`config.mk`:
```
export PLATFORM = sky130hd
export DESIGN_NAME = rocket_launcher
export DESIGN_NICKNAME = d
export VERILOG_FILES = /design/src/rtl/rocket_pkg.sv /design/src/rtl/rocket_slot.sv /design/src/rtl/rocket_launcher.sv
export SDC_FILE = /design/constraint.sdc
export NUM_CORES = 1
export LEC_CHECK = 0
export BUFFER_PORTS_ARGS = -buffer_cell sky130_fd_sc_hd__clkbuf_2
export CORE_AREA = 5 5 147 163
export CTS_CLUSTER_DIAMETER = 200
export DETAILED_ROUTE_END_ITERATION = 8
export DIE_AREA = 0 0 152 168
export PLACE_DENSITY = 0.54
export SLEW_MARGIN = 40
export SYNTH_ARGS = -nofsm -noshare
export SYNTH_HDL_FRONTEND = slang
export SYNTH_SLANG_ARGS = --single-unit
```
`constraint.sdc`:
```
create_clock -name clk -period 3.6 [get_ports clk]
set_input_delay 0.18 -clock clk [delete_from_list [all_inputs] [get_ports clk]]
set_output_delay 0.18 -clock clk [all_outputs]
set_load 0.05 [all_outputs]
```
`src/rtl/rocket_pkg.sv`:
```
// rtl/rocket_pkg.sv - shared slot state type, screen bounds and clamp helper for the rocket launcher
package rocket_pkg;

    typedef enum logic [1:0] {
        FREE   = 2'd0,
        LAUNCH = 2'd1,
        FLYING = 2'd2
    } slot_state_t;

    localparam logic signed [11:0] X_MIN = 12'sd0;
    localparam logic signed [11:0] X_MAX = 12'sd639;
    localparam logic signed [11:0] Y_MIN = 12'sd1;
    localparam logic signed [11:0] Y_MAX = 12'sd468;

    localparam int FIXED_POINT_MULTIPLIER = 64;

    function automatic logic signed [10:0] clamp_coord(
        input logic signed [11:0] value,
        input logic signed [11:0] lo,
        input logic signed [11:0] hi
    );
        logic signed [11:0] result;
        if (value < lo) begin
            result = lo;
        end else if (value > hi) begin
            result = hi;
        end else begin
            result = value;
        end
        return result[10:0];
    endfunction

endpackage

```
`src/rtl/rocket_slot.sv`:
```
// rtl/rocket_slot.sv - one rocket slot: FREE/LAUNCH/FLYING state, launch blanking and spawn registers
module rocket_slot
    import rocket_pkg::*;
(
    input  logic               clk,
    input  logic               resetN,
    input  logic               launch,
    input  logic signed [10:0] spawnX,
    input  logic signed [10:0] spawnY,
    input  logic signed [10:0] spawnSpeed,
    input  logic               retire,
    output logic               isActive,
    output logic               isFree,
    output logic signed [10:0] initialX,
    output logic signed [10:0] initialY,
    output logic signed [10:0] initialSpeed
);

    slot_state_t state;
    logic        blank_done;

    // Retire is ignored for two cycles after launch: the controller still reports its previous flight.
    always_ff @(posedge clk or negedge resetN) begin
        if (!resetN) begin
            state        <= FREE;
            blank_done   <= 1'b0;
            initialX     <= '0;
            initialY     <= '0;
            initialSpeed <= '0;
        end else begin
            case (state)
                FREE: begin
                    if (launch) begin
                        state        <= LAUNCH;
                        blank_done   <= 1'b0;
                        initialX     <= spawnX;
                        initialY     <= spawnY;
                        initialSpeed <= spawnSpeed;
                    end
                end
                LAUNCH: begin
                    if (blank_done) begin
                        state <= FLYING;
                    end else begin
                        blank_done <= 1'b1;
                    end
                end
                FLYING: begin
                    if (retire) begin
                        state <= FREE;
                    end
                end
                default: state <= FREE;
            endcase
        end
    end

    assign isActive = (state != FREE);
    assign isFree   = (state == FREE);

endmodule

```
`src/rtl/rocket_launcher.sv`:
```
// rtl/rocket_launcher.sv - fire edge detection, slot allocation, spawn clamping and frame cooldown
module rocket_launcher
    import rocket_pkg::*;
#(
    parameter int NUM_ROCKETS     = 4,
    parameter int COOLDOWN_FRAMES = 8,
    parameter int ROCKET_SPEED    = -256,
    parameter int X_OFFSET        = 14,
    parameter int Y_OFFSET        = -16
)(
    input  logic                               clk,
    input  logic                               resetN,
    input  logic                               startOfFrame,
    input  logic                               fireRequest,
    input  logic signed [10:0]                 shooterTopLeftX,
    input  logic signed [10:0]                 shooterTopLeftY,
    input  logic [NUM_ROCKETS-1:0]             rocketReachedBorder,
    input  logic [NUM_ROCKETS-1:0]             rocketHit,
    output logic [NUM_ROCKETS-1:0]             isActive,
    output logic [NUM_ROCKETS-1:0][10:0]       initialX,
    output logic [NUM_ROCKETS-1:0][10:0]       initialY,
    output logic [NUM_ROCKETS-1:0][10:0]       initialSpeed,
    output logic                               launchPulse,
    output logic                               launchDenied,
    output logic [$clog2(NUM_ROCKETS+1)-1:0]   activeCount
);

    localparam int CNT_W = $clog2(NUM_ROCKETS + 1);

    localparam logic signed [11:0] X_OFF_W       = 12'(X_OFFSET);
    localparam logic signed [11:0] Y_OFF_W       = 12'(Y_OFFSET);
    localparam logic signed [10:0] SPEED_W       = 11'(ROCKET_SPEED);
    localparam logic [7:0]         COOLDOWN_LOAD = 8'(COOLDOWN_FRAMES);

    logic                    fire_d;
    logic                    fire_edge;
    logic                    launch_accept;
    logic [7:0]              cooldown_cnt;
    logic [NUM_ROCKETS-1:0]  slot_free;
    logic [NUM_ROCKETS-1:0]  launch_sel;
    logic signed [11:0]      spawn_x_wide;
    logic signed [11:0]      spawn_y_wide;
    logic signed [10:0]      spawn_x;
    logic signed [10:0]      spawn_y;

    assign fire_edge     = fireRequest & ~fire_d;
    assign launch_accept = fire_edge && (cooldown_cnt == 8'd0) && (|slot_free);

    assign spawn_x_wide = $signed({shooterTopLeftX[10], shooterTopLeftX}) + X_OFF_W;
    assign spawn_y_wide = $signed({shooterTopLeftY[10], shooterTopLeftY}) + Y_OFF_W;
    assign spawn_x      = clamp_coord(spawn_x_wide, X_MIN, X_MAX);
    assign spawn_y      = clamp_coord(spawn_y_wide, Y_MIN, Y_MAX);

    // Lowest-index free slot wins; free flags come from registered state, so a slot retiring now is not eligible.
    always_comb begin
        logic found;
        launch_sel = '0;
        found      = 1'b0;
        for (int i = 0; i < NUM_ROCKETS; i++) begin
            if (slot_free[i] && !found) begin
                launch_sel[i] = launch_accept;
                found         = 1'b1;
            end
        end
    end

    always_ff @(posedge clk or negedge resetN) begin
        if (!resetN) begin
            fire_d       <= 1'b0;
            cooldown_cnt <= 8'd0;
            launchPulse  <= 1'b0;
            launchDenied <= 1'b0;
        end else begin
            fire_d       <= fireRequest;
            launchPulse  <= launch_accept;
            launchDenied <= fire_edge & ~launch_accept;
            if (launch_accept) begin
                cooldown_cnt <= COOLDOWN_LOAD;
            end else if (startOfFrame && (cooldown_cnt != 8'd0)) begin
                cooldown_cnt <= cooldown_cnt - 8'd1;
            end
        end
    end

    for (genvar i = 0; i < NUM_ROCKETS; i++) begin : g_slot
        rocket_slot u_slot (
            .clk          (clk),
            .resetN       (resetN),
            .launch       (launch_sel[i]),
            .spawnX       (spawn_x),
            .spawnY       (spawn_y),
            .spawnSpeed   (SPEED_W),
            .retire       (rocketReachedBorder[i] | rocketHit[i]),
            .isActive     (isActive[i]),
            .isFree       (slot_free[i]),
            .initialX     (initialX[i]),
            .initialY     (initialY[i]),
            .initialSpeed (initialSpeed[i])
        );
    end

    always_comb begin
        activeCount = '0;
        for (int i = 0; i < NUM_ROCKETS; i++) begin
            activeCount = activeCount + CNT_W'(isActive[i]);
        end
    end

endmodule

```
Word level (Yosys, flattened, before mapping)
Index checks and enable logic that the tools add are counted.
{"block": "totals", "ff_bits": 115, "out_inout_bits": 141}
{"block": "classes", "add_sub_neg": 6, "magnitude_cmp": 4, "eq_ne": 20, "mux": 37, "bitwise": 8, "n_reduce_logical": 37}
{"op": "$mux W11", "n": 4}
{"op": "$add A11 B5 Y12 const B", "n": 2}
{"op": "$mux W2", "n": 12}
{"op": "$ne A2 B1 Y1 const B", "n": 12}
{"op": "$pmux W2 S3", "n": 4}
{"op": "$reduce_bool A2 Y1", "n": 9}
{"op": "$mux W8", "n": 2}
{"op": "$reduce_and A2 Y1", "n": 8}
{"op": "$gt A12 B10 Y1 const B", "n": 1}
{"op": "$gt A12 B11 Y1 const B", "n": 1}
{"op": "$lt A12 B1 Y1 const B", "n": 1}
{"op": "$lt A12 B2 Y1 const B", "n": 1}
{"op": "$reduce_and A3 Y1", "n": 4}
{"op": "$mux W1", "n": 11}
{"op": "$eq A2 B1 Y1 const B", "n": 4}
{"op": "$eq A2 B2 Y1 const B", "n": 4}
{"op": "$logic_not A2 Y1", "n": 4}
{"op": "$logic_not A8 Y1", "n": 1}
{"op": "$pmux W1 S2", "n": 4}
{"op": "$reduce_bool A8 Y1", "n": 1}
{"op": "$sub A8 B1 Y8 const B", "n": 1}
{"op": "$logic_and A1 B1 Y1", "n": 6}
{"op": "$or A1 B1 Y1", "n": 4}
{"op": "$reduce_or A4 Y1", "n": 1}
{"op": "other kinds (6)", "n": 10}

Depth between registers and ports, before layout
Gate-level depths: netlist (run 1).
{"block": "logic_depth", "word_depth": 13, "depth_mapped": 10, "mapped_depth_nobuf": 9}

Modules after synthesis
From an unflattened synthesis (run 1), not the netlist that was laid out.
{"block": "hier_totals", "hier_cells": 509, "hier_area_um2": 6904.1}
{"module": "rocket_slot", "n_inst": 4, "cells_each": 83, "area_each_um2": 1380.1}
{"module": "rocket_launcher", "n_inst": 1, "cells_each": 177, "area_each_um2": 1383.8}

Least setup slack after synthesis (run 1)
OpenSTA, ideal clock, no wires.
{"block": "synth_path", "path_type": "register to register", "start": "reg cooldown_cnt[0]", "end": "reg g_slot[1].u_slot.initialY[2]", "setup_time_ns": 0.125, "arrival_ns": 2.067, "path_slack_ns": 1.409, "stages_incl_launch_ff": 10, "path_buffers": 1, "period_less_slack_ns": 2.191, "path_cell_list": "dfrtp_1 -> inv_1 -> ha_1 -> or3b_2 -> nor3_4 -> nand2_2 -> clkinv_2 -> and3_1 -> buf_4 -> mux2_2"}
{"block": "synth_via", "elab_chain_len": 5}
{"element": "start, declared", "line_no": "rocket_launcher.sv:38", "text": "logic [7:0] cooldown_cnt;"}
{"element": "start signal, assigned", "line_no": "rocket_launcher.sv:80", "text": "cooldown_cnt <= cooldown_cnt - 8'd1;"}
{"element": "$logic_not A8 Y1", "line_no": "rocket_launcher.sv:47", "text": "assign launch_accept = fire_edge && (cooldown_cnt == 8'd0) && (|slot_free);"}
{"element": "$logic_and A1 B1 Y1 (2 in a row)", "line_no": "rocket_launcher.sv:47"}
{"element": "named net launch_accept", "line_no": "rocket_launcher.sv:37", "text": "logic launch_accept;"}
{"element": "$mux W1", "line_no": "rocket_launcher.sv:60", "text": "if (slot_free[i] && !found) begin"}
{"element": "$reduce_and A2 Y1 (no source line)"}
{"element": "end signal, assigned", "line_no": "rocket_slot.sv:37", "text": "initialY <= spawnY;"}
{"element": "end, declared", "line_no": "rocket_slot.sv:15", "text": "output logic signed [10:0] initialY,"}
The timed path passes the listed nets, and every way through them passes these cells.
A chain may end at the register's enable or synchronous reset.

Worst setup path after layout (run 1)
{"block": "layout_path", "start": "reg cooldown_cnt[0]", "end": "reg g_slot[1].u_slot.initialY[4]"}
The elaborated chain is that of the path after synthesis.

==> results of run 1 <==
-- power groups by stage --
stage	Sequential (mW)	Combinational [mW]	Clock [mW]
2_1_floorplan	1.76	0.395	0
3_3_place_gp	1.53	0.801	0
3_5_place_dp	1.53	0.808	0
4_1_cts	1.51	0.811	1.72
5_1_grt	1.53	0.867	1.77
6_report	1.51	0.801	1.67
-- critical path: stages, from the launching register on --
cell and delay [ns]:
dfrtp_1 0.39, inv_1 0.09, ha_1 0.16, or3b_2 0.49, nor3_4 0.26, nand2_2 0.13
clkinv_2 0.14, and3_1 0.42, mux2_2 0.38
-- placed cells by master, fill, tap and decap left out, types with 6 or more instances in the layout --
cell / netlist / routed
dfrtp_1: 115 / 115
and2_1: 15 / 15
o21ai_1: 9 / 9
nand2b_1: 11 / 11
conb_1: 1 / 32
clkbuf_16: 0 / 17
ha_1: 10 / 10
clkbuf_2: 0 / 141
xor2_1: 7 / 7
xnor2_1: 6 / 6
o31ai_1: 9 / 9
nor3_1: 8 / 8
nor2_1: 24 / 24
o21ai_0: 48 / 48
inv_1: 18 / 18
mux2_2: 18 / 18
nand2_1: 65 / 65
nand3_1: 8 / 8
a21oi_1: 15 / 15
-- cell families after synthesis --
family                     share of synthesized area, %
and+or+nand+nor                                   15.58
buffers and inverters                             9.341
AOI/OAI and AO/OA                                 12.67
other                                           0.06930
muxes                                             4.370
adders and majority gates                         2.682
DFF                                               53.18
xor gates and xnor gates                          2.104
-- worst max-delay path by stage --
stage / from / endpoint
after global routing: cooldown_cnt[0] / g_slot[1].u_slot.initialY[4]
after global placement: g_slot[0].u_slot.state[1] / g_slot[1].u_slot.initialY[4]
final: cooldown_cnt[0] / g_slot[1].u_slot.initialY[4]
after CTS: g_slot[0].u_slot.state[0] / activeCount[1]
after detailed placement: g_slot[0].u_slot.state[1] / g_slot[1].u_slot.initialY[4]
after floorplan: cooldown_cnt[0] / g_slot[1].u_slot.initialY[2]
-- registers in the layout (all words and copies together) (netlist names) --
register,count
fire_d,1
g_slot.u_slot.initialX,44
g_slot.u_slot.initialY,44
launchPulse,1
g_slot.u_slot.state,8
launchDenied,1
g_slot.u_slot.initialSpeed,4
g_slot.u_slot.blank_done,4
cooldown_cnt,8
-- through the flow --
step | power [mW] | setup WS, ns | hold WS [ns] | instances
6_report | 3.980 | 1.040 | 0.04246 | 966
5_1_grt | 4.169 | 0.8584 | 0.02613 | 966
4_1_cts | 4.038 | 0.9816 | 0.01445 | 966
3_5_place_dp | 2.339 | 1.037 | 0.2907 | 933
3_3_place_gp | 2.331 | 1.070 | 0.3085 | 933
2_1_floorplan | 2.156 | 1.409 | -0.1156 | 558
-- area by class of cell --
| cell class | count | area (sq um) | share of cell area [%] |
|---|---|---|---|
| tap | 295 | 369.1 | 5.404 |
| multi-input combinational | 357 | 2152 | 31.51 |
| clock buffer | 17 | 425.4 | 6.228 |
| sequential | 115 | 2878 | 42.13 |
| timing repair buffer | 149 | 777.0 | 11.38 |
| clock inverter | 14 | 156.4 | 2.290 |
| inverter | 19 | 72.57 | 1.062 |
-- routing by layer --
layer	share of wire [%]	GRT usage, %
met1	47	15.48
met3	5.7	3.363
met5	0	0
met4	3.1	5.629
met2	44	16.88
==> metrics.yaml, run 1 <==
antenna_found_initial: 0
grt_usage_pct: 11.49
clockRootBuffer: "clkbuf_16"
post-route-util_pct: 31.09
synth_edf_count: 0
switchingPower_mw: 1.347
die_area_sq_mm: 0.02554
port_buffers: 142
syn-cell-area_sq_mm: 0.005411
swShare_pct: 33.84
min_path_cells: 4
hold_buffers: 2
yosysSeqAreaShare_pct: 53.18
reg2reg_from: "cooldown_cnt[0]"
drt-wirelength-per-cell_um: 15.37
viasPerCell: 4.240
clock_power_share_pct: 42.0
r2r_setup_slack_ns: 1.04
period_share_pct: 71.11
r2r_end: "g_slot[1].u_slot.initialY[4]"
areaGrowthSynthToFinish_pct: 26.22
synth-async-reset-ratio_pct: 100.0
synth_top_cells_by_count: "dfrtp_1, nand2_1, o21ai_0, buf_4, nor2_1"
wl_mm: 14.85
rsz0062_at_grt: "false"
startpoint_type: "flip-flop"
final_nets: 704
setup_tns_ns: 0
min_from: "rocketReachedBorder[2]"
numCtsBuffers: 17
ys_seq_elements: 115
core_area_sq_mm: 0.02197
clock_path_buffers: 2
timing.slew.headroom_pct: 53.14
grt_max_degree: 81
path_clk_slew_ns: 0.06
synth_top_area_cell: "dfrtp_1"
cp.arrival_ns: 2.86
worstSetupPathType: "flip-flop to flip-flop"
synth_flop_cell: "dfrtp_1"
diodes: 0
htree_levels: 4
critPathCaptureType: "flip-flop"
tightest_slew_ns: 0.6941
vias: 4096
syn_inst: 527
place_area_sq_mm: 0.006218
post_cts_buffers: 0
ir_drop_mv: 0.2877
hold_class: "primary input to flip-flop"
cts_tree: "done"
ys_warn_count: 0
required_ns: 3.90
hold_end: "g_slot[2].u_slot.state[1]"
leakage_nw: 3.472
max_cap_violations: 0
skew_ns: 0.01528
io_pins: 175
grt_pass1_wl_mm: 23.04
path_max_fanout: 9
post-route-min-period_ns: 2.560
numClockSinks: 115
rr_worst_depth: 8
cts.repair.resized: 0
dp_hpwl_mm: 11.30
place.gp.congestion: 0.9100
dr.pass1.iters: 4
seqPwrFrac_pct: 37.9
drv_slew: 0
overflow: 0
p_int_mw: 2.633
synth_most_common_cell: "dfrtp_1"
syn_avg_cell_area_sq_um: 10.27
synth_area_leaders: "dfrtp_1, buf_4, nand2_1"
fp.dieW_um: 152
drive_gt1_share_pct: 31.15
finalHoldViolCount: 0
fin_area_sq_mm: 0.006830
die_y_um: 168
grt_pass1_vias: 3957
rows: 57
comb_power_share_pct: 20.1
fmax_ghz: 0.3906
power.density_mw_per_mm2: 582.6
postRouteAntennaNets: 0
status: "finished, final reports clean"
first_iter_violations: 192
drc: 0
setup_viol: 0
synth.distinct_cells: 57
clkLatencyLatePin_ns: 0.42
start_util_pct: 24.64
yosysTopAreaCellShare_pct: 53.18
nFillCells: 2375
Power figures use the tool's default switching activity.
==> inputs of run 2 (changes only) <==
Settings changed: PLACE_DENSITY 0.54 to 0.55.
Clock period 3.6 ns to 2.3 ns, I/O delays scaled along.
==> metrics.yaml, run 2 (same netlist as run 1, synthesis figures left out) <==
status: "finished, final reports clean"
r2r_end: "g_slot[1].u_slot.initialY[4]"
critPathMaxStageDelay_ns: 0.40
reg2reg_from: "cooldown_cnt[0]"
start_util_pct: 24.64
drive_gt1_share_pct: 35.35
clkLatencyLatePin_ns: 0.42
drc: 0
cts_tree: "done"
dr.pass1.iters: 4
rsz0062_at_grt: "true"
leakage_nw: 3.716
ir_drop_mv: 0.4333
numClockSinks: 115
post-route-util_pct: 33.16
hold_end: "g_slot[3].u_slot.state[1]"
hold_class: "primary input to flip-flop"
period_share_pct: 96.40
crit_slowest_cell: "fa_1"
grt_pass1_vias: 4135
grt_max_degree: 55
worstSetupPathType: "flip-flop to primary output"
rr_worst_depth: 9
overflow: 0
worst_slack_ns: 0.08275
max_cap_violations: 0
timing.slew.headroom_pct: 60.44
ff_latch_area_sq_mm: 0.002878
place_area_sq_mm: 0.006480
total_power_mw: 6.532
nFillCells: 2324
dp_hpwl_mm: 11.34
place.gp.congestion: 0.8007
grt_pass1_wl_mm: 23.60
viasPerCell: 4.267
first_iter_violations: 227
grt.busiest_layer: "met2"
skew_ns: 0.009192
min_from: "rocketReachedBorder[3]"
io_pins: 175
critPathCaptureType: "primary output"
vias: 4288
fin_area_sq_mm: 0.007284
drv_slew: 0
wl_mm: 15.02
r2r_setup_slack_ns: 0.11
clock_path_buffers: 2
die_y_um: 168
clockRootBuffer: "clkbuf_16"
final_nets: 742
setup_viol: 0
postRouteAntennaNets: 0
numCtsBuffers: 17
port_buffers: 142
required_ns: 2.18
mostFrequentLayoutCells: "clkbuf_2, dfrtp_1, nand2_1, o21ai_0, buf_4"
grt_usage_pct: 11.80
min_path_cells: 3
path_clk_slew_ns: 0.05
post-route-min-period_ns: 2.217
crit_chain: "or2_4 -> inv_2 -> fa_1 -> inv_1 -> ha_2 -> ha_4 -> buf_8"
diodes: 0
tightest_slew_ns: 0.5906
antenna_found_initial: 0
die_area_sq_mm: 0.02554
rows: 57
power.density_mw_per_mm2: 896.7
place_ws_ns: -0.03246
fp.dieW_um: 152
drt-wirelength-per-cell_um: 14.94
path_max_fanout: 2
finalHoldViolCount: 0
cp.arrival_ns: 2.10
multi_input_area_sq_mm: 0.002181
largestRegisters: "g_slot.u_slot.initialX (44), g_slot.u_slot.initialY (44)"
use_met1_pct: 15.53
core_area_sq_mm: 0.02197
areaGrowthSynthToFinish_pct: 34.61
startpoint_type: "flip-flop"
final_common_cell: "clkbuf_2"
htree_levels: 4
grt.met2_usage_pct: 18.02
fmax_ghz: 0.4510
grt_use_met3_pct: 3.723
[run 2: metrics by stage]
step           hold WS [ns]  setup TNS [ns]  instances
5_1_grt             0.01056        -0.02833       1005
6_report            0.03314               0       1005
2_1_floorplan       -0.1806               0        558
4_1_cts            0.007838        -0.02963       1002
3_5_place_dp         0.2336         -0.1387        960
3_3_place_gp         0.2367               0        960
[run 2: area by class of cell]
class	instances	area share, %
Tap cell	295	5.067
Clock buffer	18	6.029
Timing Repair Buffer	187	15.72
Multi-Input combinational cell	357	29.94
Clock inverter	14	2.748
Sequential cell	115	39.51
Inverter	19	0.9962
[run 2: how the worst max path moves through the flow]
stage | from | end | depth (start not counted)
6_report | g_slot[3].u_slot.state[1] | activeCount[1] | 7
5_1_grt | g_slot[3].u_slot.state[1] | activeCount[1] | 7
4_1_cts | g_slot[3].u_slot.state[0] | activeCount[1] | 7
3_5_place_dp | cooldown_cnt[0] | g_slot[0].u_slot.initialY[2] | 8
3_3_place_gp | cooldown_cnt[0] | g_slot[0].u_slot.initialX[0] | 8
2_1_floorplan | cooldown_cnt[0] | g_slot[1].u_slot.initialY[2] | 9
[run 2: critical path: cells and delay by family, from the launching register on]
| family | cells | cell delay, ns |
|---|---|---|
| flops | 1 | 0.38 |
| buf+inv | 3 | 0.26 |
| simple gates | 1 | 0.26 |
| fa+ha+maj | 3 | 0.78 |
[run 2: per-layer routing]
metal | up-vias | part of all wire (%)
li1 | 2092 | -
met1 | 2029 | 45
met2 | 144 | 47
met3 | 23 | 5.7
met4 | 0 | 2.3
met5 | - | 0
[run 2: power breakdown]
part | internal [mW] | switching (mW)
Clock | 1.85 | 0.995
Combinational | 0.357 | 0.969
Sequential | 2.22 | 0.140
[run 2: what timing repair did]
action | CTS | global route
hold endpoints to repair | 54 | 0
gates resized for setup | 7 | 10
hold buffers | 6 | 0
setup buffers | 5 | 3
pin swaps | 4 | 4
endpoints found under the setup margin | 12 | 22
